## config.mk

```make
export PLATFORM = sky130hd
export DESIGN_NAME = inst_encoder
export DESIGN_NICKNAME = d
export VERILOG_FILES = /design/src/rtl/inst_encoder.sv
export SDC_FILE = /design/constraint.sdc
export NUM_CORES = 1
export LEC_CHECK = 0
export ABC_AREA = 1
export CAP_MARGIN = 20
export CORE_ASPECT_RATIO = 1.5
export CORE_MARGIN = 2
export CORE_UTILIZATION = 50
export CTS_BUF_LIST = sky130_fd_sc_hd__clkbuf_16
export CTS_CLUSTER_DIAMETER = 100
export CTS_CLUSTER_SIZE = 40
export DETAILED_ROUTE_END_ITERATION = 10
export PLACE_DENSITY = 0.8
export REMOVE_ABC_BUFFERS = 1
export SLEW_MARGIN = 10
export SYNTH_ARGS = -nofsm -noshare
export SYNTH_HDL_FRONTEND = slang
export SYNTH_SLANG_ARGS = --single-unit
export TNS_END_PERCENT = 50
```

## constraint.sdc

```tcl
create_clock -name clk -period 3.1 [get_ports clk]
set_input_delay 0.31 -clock clk [delete_from_list [all_inputs] [get_ports clk]]
set_output_delay 0.31 -clock clk [all_outputs]
set_load 0.03 [all_outputs]
```

## src/rtl/inst_encoder.sv

```systemverilog
// RV32I instruction encoder: packs request fields into a 32-bit word (or a NOP on
// an encoding error) and queues results in a 2-entry output FIFO.
module inst_encoder (
  input  logic        clk,
  input  logic        rst_n,
  input  logic        in_valid,
  output logic        in_ready,
  input  logic [2:0]  fmt,
  input  logic [6:0]  opcode,
  input  logic [4:0]  rd,
  input  logic [4:0]  rs1,
  input  logic [4:0]  rs2,
  input  logic [2:0]  funct3,
  input  logic [6:0]  funct7,
  input  logic [31:0] imm,
  output logic        out_valid,
  input  logic        out_ready,
  output logic [31:0] out_inst,
  output logic        out_err,
  output logic [7:0]  err_count
);

  localparam logic [31:0] NOP = 32'h0000_0013;

  // Returns {err, inst}; an erroneous request encodes as NOP.
  function automatic logic [32:0] encode(
    input logic [2:0]  f,
    input logic [6:0]  op,
    input logic [4:0]  d,
    input logic [4:0]  s1,
    input logic [4:0]  s2,
    input logic [2:0]  f3,
    input logic [6:0]  f7,
    input logic [31:0] im
  );
    logic signed [31:0] simm;
    logic               err;
    logic [31:0]        inst;
    simm = im;
    err  = 1'b0;
    inst = NOP;
    case (f)
      3'd0: inst = {f7, s2, s1, f3, d, op};
      3'd1: begin
        err  = (simm < -32'sd2048) || (simm > 32'sd2047);
        inst = {im[11:0], s1, f3, d, op};
      end
      3'd2: begin
        err  = (simm < -32'sd2048) || (simm > 32'sd2047);
        inst = {im[11:5], s2, s1, f3, im[4:0], op};
      end
      3'd3: begin
        err  = (simm < -32'sd4096) || (simm > 32'sd4094) || im[0];
        inst = {im[12], im[10:5], s2, s1, f3, im[4:1], im[11], op};
      end
      3'd4: begin
        err  = (im[11:0] != 12'd0);
        inst = {im[31:12], d, op};
      end
      3'd5: begin
        err  = (simm < -32'sd1048576) || (simm > 32'sd1048574) || im[0];
        inst = {im[20], im[10:1], im[11], im[19:12], d, op};
      end
      default: err = 1'b1;
    endcase
    if (err) inst = NOP;
    return {err, inst};
  endfunction

  function automatic logic [7:0] sat_inc(input logic [7:0] v);
    return (v == 8'hFF) ? v : v + 8'd1;
  endfunction

  logic        acc, pop;
  logic [1:0]  count, count_next;
  logic [32:0] enc_p0;
  logic [31:0] tail_inst_p1;
  logic        tail_err_p1;

  assign acc       = in_valid && in_ready;
  assign pop       = out_valid && out_ready;
  assign out_valid = (count != 2'd0);
  assign enc_p0    = encode(fmt, opcode, rd, rs1, rs2, funct3, funct7, imm);

  always_comb begin
    count_next = count;
    if (acc && !pop)      count_next = count + 2'd1;
    else if (!acc && pop) count_next = count - 2'd1;
  end

  // p0 -> p1: head register drives the outputs directly; tail holds the second word.
  always_ff @(posedge clk) begin
    if (!rst_n) begin
      count     <= 2'd0;
      in_ready  <= 1'b0;
      out_inst  <= 32'h0;
      out_err   <= 1'b0;
      err_count <= 8'd0;
    end else begin
      count    <= count_next;
      in_ready <= (count_next < 2'd2);
      if (acc && enc_p0[32]) err_count <= sat_inc(err_count);
      if (acc && ((count == 2'd0) || (count == 2'd1 && pop))) begin
        out_inst <= enc_p0[31:0];
        out_err  <= enc_p0[32];
      end else if (pop && count == 2'd2) begin
        out_inst <= tail_inst_p1;
        out_err  <= tail_err_p1;
      end
    end
  end

  always_ff @(posedge clk) begin
    if (acc && count == 2'd1 && !pop) begin
      tail_inst_p1 <= enc_p0[31:0];
      tail_err_p1  <= enc_p0[32];
    end
  end

endmodule

```

Yosys cells after proc, flatten, opt, wreduce, memory -nomap -nowiden

Index checks and enable logic that the tools add are counted.

Add/subtract/negate cells: 3
Magnitude comparators: 7
Eq/ne operators: 8
Multiplexer cells: 9
Bitwise gates (word level): 1
Reduce and logical (&&, ||, !) cells: 25

Operators with widths:

| operator                                                                           | count |
|---|---|
| 32-bit one-hot mux with 6 select lines                                             | 1 |
| 32-bit 2-to-1 mux                                                                  | 3 |
| 32-bit by 12-bit greater-than comparator with 1-bit output (second input constant) | 1 |
| 32-bit by 13-bit greater-than comparator with 1-bit output (second input constant) | 1 |
| 32-bit by 21-bit greater-than comparator with 1-bit output (second input constant) | 1 |
| 32-bit by 12-bit less-than comparator with 1-bit output (second input constant)    | 1 |
| 32-bit by 13-bit less-than comparator with 1-bit output (second input constant)    | 1 |
| 32-bit by 21-bit less-than comparator with 1-bit output (second input constant)    | 1 |
| 12-bit nonzero test                                                                | 1 |
| 1-bit logical AND                                                                  | 10 |
| 8-bit by 1-bit adder with 8-bit output (second input constant)                     | 1 |
| 8-bit == test (second input constant)                                              | 1 |
| 3-bit by 2-bit == test with 1-bit output (second input constant)                   | 2 |
| 3-bit == test (second input constant)                                              | 2 |
| 1-bit logical OR                                                                   | 6 |
| 1-bit one-hot mux with 5 select lines                                              | 1 |
| 2-bit 2-to-1 mux                                                                   | 2 |
| 2-bit nonzero test                                                                 | 2 |
| 3-bit by 1-bit == test with 1-bit output (second input constant)                   | 1 |
| 3-bit logical NOT                                                                  | 1 |
| 2-bit by 1-bit adder with 2-bit output (second input constant)                     | 1 |
| 2-bit by 1-bit == test with 1-bit output (second input constant)                   | 1 |
| 2-bit == test (second input constant)                                              | 1 |
| 1-bit logical NOT                                                                  | 2 |
| 7 further kinds                                                                    | 8 |

Register bits: 77
Bits of input ports: 71
Word-level logic and storage cells: 60

Logic depth before layout (Yosys ltp)

Depth after elaboration: 6
Depth in mapped cells: 16

Least setup slack after synthesis

Ideal clock, no wire load.

Path type: reg-to-reg
From: register count[0]
To: register tail_err_p1, enable pin
Setup time: 423 ps
Data arrival time: 2,263 ps
Required time: 2,677 ps
Slack: 414 ps
Stages on the path, launching flop included: 7
Path buffers: 0
Period minus slack after synthesis: 2,686 ps
Cells stage by stage: dfxtp_1 -> inv_1 -> ha_1 -> inv_1 -> nand2_1 -> nand2_1 -> nor2_1

Cells in the longest elaborated chain, start to end: 4

RTL lines:

| what                   | RTL line | RTL |
|---|---|---|
| from (decl)            | 75       | `logic [1:0] count, count_next;` |
| from (signal assigned) | 100      | `count <= count_next;` |
| 2-bit nonzero test     | 82       | `assign out_valid = (count != 2'd0);` |
| named net out_valid    | 16       | `output logic out_valid,` |
| 1-bit logical AND      | 81       | `assign pop = out_valid && out_ready;` |
| 1-bit logical NOT      | 114      | `if (acc && count == 2'd1 && !pop) begin` |
| 1-bit logical AND      | 114      |  |
| to (signal assigned)   | 116      | `tail_err_p1 <= enc_p0[32];` |
| to (decl)              | 78       | `logic tail_err_p1;` |

The timed path passes the listed nets, and every way through them passes these cells.
A chain may end at the register's enable or synchronous reset.

Worst setup path in the final report

From: input fmt[1]
To: register err_count[7]

Cells in the longest elaborated chain, start to end: 5

RTL lines:

| what                                                                                                 | RTL line | RTL |
|---|---|---|
| from (decl)                                                                                          | 8        | `input logic [2:0] fmt,` |
| 3-bit by 2-bit == test with 1-bit output or 3-bit by 1-bit == test with 1-bit output (tied branches) | 42       | `case (f)` |
| 2-bit OR reduction (no line)                                                                         | -        |  |
| 1-bit one-hot mux with 5 select lines (*)                                                            | 42       |  |
| named net enc_p0[32]                                                                                 | 76       | `logic [32:0] enc_p0;` |
| 1-bit logical AND (*)                                                                                | 102      | `if (acc && enc_p0[32]) err_count <= sat_inc(err_count);` |
| 2-bit AND reduction (no line) (*)                                                                    | -        |  |
| to (signal assigned)                                                                                 | 102      |  |
| to (decl)                                                                                            | 20       | `output logic [7:0] err_count` |

The timed path passes the listed nets; every way through them passes the cells marked *.

==> results.json <==
{
  "vdd_drop_max_mv": 0.3573,
  "yosysTopAreaCellShare_pct": 22.17,
  "crit_path_start": "fmt[1]",
  "cts-root-buf": "clkbuf_16",
  "cts_inserted_buffers": 9,
  "synth_edf_count": 33,
  "dieArea_um2": 9729,
  "grt-ovfl-total": 0,
  "fmax_ghz": 0.4469,
  "synth.largest_area_cell": "edfxtp_1",
  "worstSetupStartpointType": "primary input",
  "max_stage_delay_ns": 0.58,
  "arrival_ns": 2.44,
  "worstPathMaxFanout": 10,
  "period_share_pct": 72.18,
  "wl_per_cell_um": 14.97,
  "final-hold-violation-count": 0,
  "r2r-start": "count[0]$_SDFFE_PN0P_",
  "synth_seq_area_share_pct": 41.87,
  "gp_congestion": 0.9579,
  "dp_hpwl_um": 8995,
  "crit_family": "buffers and inverters",
  "syn_area_per_cell_um2": 7.074,
  "wirelength_um": 12780,
  "syn_area_um2": 4471,
  "drv_cap": 0,
  "path_cells": "clkdlybuf4s50_1, inv_2, nor2_1, inv_1, o22ai_1, nand2_1, o21ai_1, inv_1, nand2_2, nand2_2, nand2_1, a21oi_1",
  "cts_resized": 0,
  "cts_tree": "yes",
  "skew_ns": 0.006634,
  "first_pass_iters": 5,
  "r2r_slack_ns": 1.17,
  "slowest_stage": "clkdlybuf4s50_1",
  "setup_viol_count_final": 0,
  "grt_usage_pct": 26.74,
  "tightest_slew_ns": 0.7272,
  "initial_core_util_pct": 50.94,
  "rr_worst_depth": 10,
  "ys_top_cells_by_count": "nand2_1, nand3_1, inv_1",
  "end_kind": "register",
  "synthArstFlopShare_pct": 0,
  "htree_levels": 3,
  "antenna_found_initial": 0,
  "yosysUniqueCellTypes": 34,
  "via_count": 4581,
  "leakagePower_uw": 0.002647,
  "n_fill_cell": 749,
  "clkSlewWorstSetupHoldPaths_ns": 0.06,
  "outcome": "finished, final reports clean",
  "ys_seq_elements": 77,
  "fp.dieH_um": 119.8,
  "r2r-end": "out_inst[10]$_SDFFE_PN0P_",
  "grt_pass1_wl_um": 20250,
  "io_buffer_count": 113,
  "crit_cells": 12,
  "grt_pass1_vias": 4390,
  "rsz0062_at_grt": "no",
  "required_ns": 3.30,
  "rows": 42,
  "synthCells": 632,
  "grt_max_degree": 37,
  "area_delta_synth_final_pct": 33.56,
  "ctsHoldBuffers": 0,
  "antennaDiodeCount": 0,
  "via_per_inst": 5.364,
  "ant_nets": 0,
  "crit_end": "err_count[7]$_SDFFE_PN0P_",
  "insertion_delay_ns": 0.33,
  "powerDensity_nw_per_um2": 521.4,
  "io_pins": 114,
  "dpl_cell_area_um2": 5702,
  "core_area_um2": 8776,
  "finalCriticalPeriod_ns": 2.238,
  "drt_iter0_drc": 384,
  "finalMaxSlewViolations": 0,
  "nNetsFinal": 816,
  "design_area_um2": 5971,
  "ys_warn_count": 0,
  "ys.flop_type": "dfxtp_1",
  "final_cells": 854,
  "path_buf_inv": 4,
  "ys_top_cells_by_area": "edfxtp_1, dfxtp_1, nand2_1",
  "layout-drive-gt1-share_pct": 9.274,
  "cts.sinks": 77,
  "cts.path.max_buffers": 2,
  "post_cts_buffers": 0,
  "hold_path_class": "reg -> reg",
  "yosysMostFrequentCell": "nand2_1",
  "drc": 0,
  "crit_type": "in -> reg",
  "slew_headroom_pct": 51.29,
  "dp.cells": 838,
  "fp.dieW_um": 81.21
}
cells in the final DEF, fill, tap and decap left out, drive strengths merged, types with 4 or more instances in the layout:
cell           netlist  layout
nand3               94      94
nand2              218     218
ha                   6       6
nand4                4       4
clkinv               1       6
o21ai               10      10
inv                 83      84
clkbuf              17       9
clkdlybuf4s50        0     113
o211ai              10      10
dfxtp               44      44
a21oi               41      41
nor2                44      44
buf                  8       9
edfxtp              33      33
stage by stage:
stage          setup slack (ns)  hold slack, ns  setup TNS, ns  total power, uW  utilization, %
2_1_floorplan           -0.8431          0.4331         -27.50             1766               -
3_3_place_gp             0.6089          0.4822              0             2171           64.97
3_5_place_dp             0.5794          0.4943              0             2186           64.97
4_1_cts                  0.9239          0.5139              0             3118           68.04
5_1_grt                  0.6971          0.5254              0             3252           68.04
6_report                 0.8623          0.5118              0             3113           68.04
flip-flops by register name, summed over array words and instances (netlist names):
signal,flops
count,2
err_count,8
in_ready,1
out_err,1
out_inst,32
tail_err_p1,1
tail_inst_p1,32
cell families after synthesis:
family	count (synthesis)	synth area share, %
simple gates	366	35.43
buf+inv	110	10.10
flops	77	41.87
compound gates	67	9.740
xor+xnor	6	1.176
fa+ha+maj	6	1.679
layer usage:
| metal | GRT usage [%] | part of all wire, % | vias to the layer above |
|---|---|---|---|
| li1 | - | - | 2247 |
| met1 | 30.86 | 39 | 2128 |
| met2 | 47.83 | 54 | 178 |
| met3 | 3.985 | 4.8 | 28 |
| met5 | 0 | 0 | - |
| met4 | 11.44 | 2.2 | 0 |
power by group:
| group | leakage, uW | internal, uW | switching (uW) |
|---|---|---|---|
| Sequential | 0.000661 | 1150 | 52.8 |
| Clock | 0.000136 | 536 | 400 |
| Combinational | 0.00185 | 379 | 598 |
how the worst min path moves through the flow:
stage / from / to / slack [ns] / cells past startpoint
detailed placement: count[0]$_SDFFE_PN0P_ / count[0]$_SDFFE_PN0P_ / 0.49 / 2
global route: err_count[1]$_SDFFE_PN0P_ / err_count[1]$_SDFFE_PN0P_ / 0.53 / 2
global placement: count[0]$_SDFFE_PN0P_ / count[0]$_SDFFE_PN0P_ / 0.48 / 2
CTS: err_count[1]$_SDFFE_PN0P_ / err_count[1]$_SDFFE_PN0P_ / 0.51 / 2
floorplan: rst_n / out_inst[12]$_SDFFE_PN0P_ / 0.43 / 2
finish: err_count[4]$_SDFFE_PN0P_ / err_count[4]$_SDFFE_PN0P_ / 0.51 / 2
worst reg2reg max path, cell delays in order, from the launching register on:
cell and delay (ns):
dfxtp_1 0.39, inv_1 0.09, ha_1 0.19, inv_1 0.13, nand2_1 0.12, clkinv_1 0.09, buf_4 0.34, nand3_1 0.16
nand3_1 0.14, nand2_1 0.08, a21oi_2 0.13
cell type report:
type                            instances  area (um^2)  area share, %
Clock buffer                            9        225.2          3.772
Tap cell                              110        137.6          2.305
Sequential cell                        77         1872          31.35
Clock inverter                          7        43.79         0.7334
Multi-Input combinational cell        445         2166          36.27
Timing Repair Buffer                  122         1211          20.28
Inverter                               84        315.3          5.281
(Power assumes the default switching activity.)
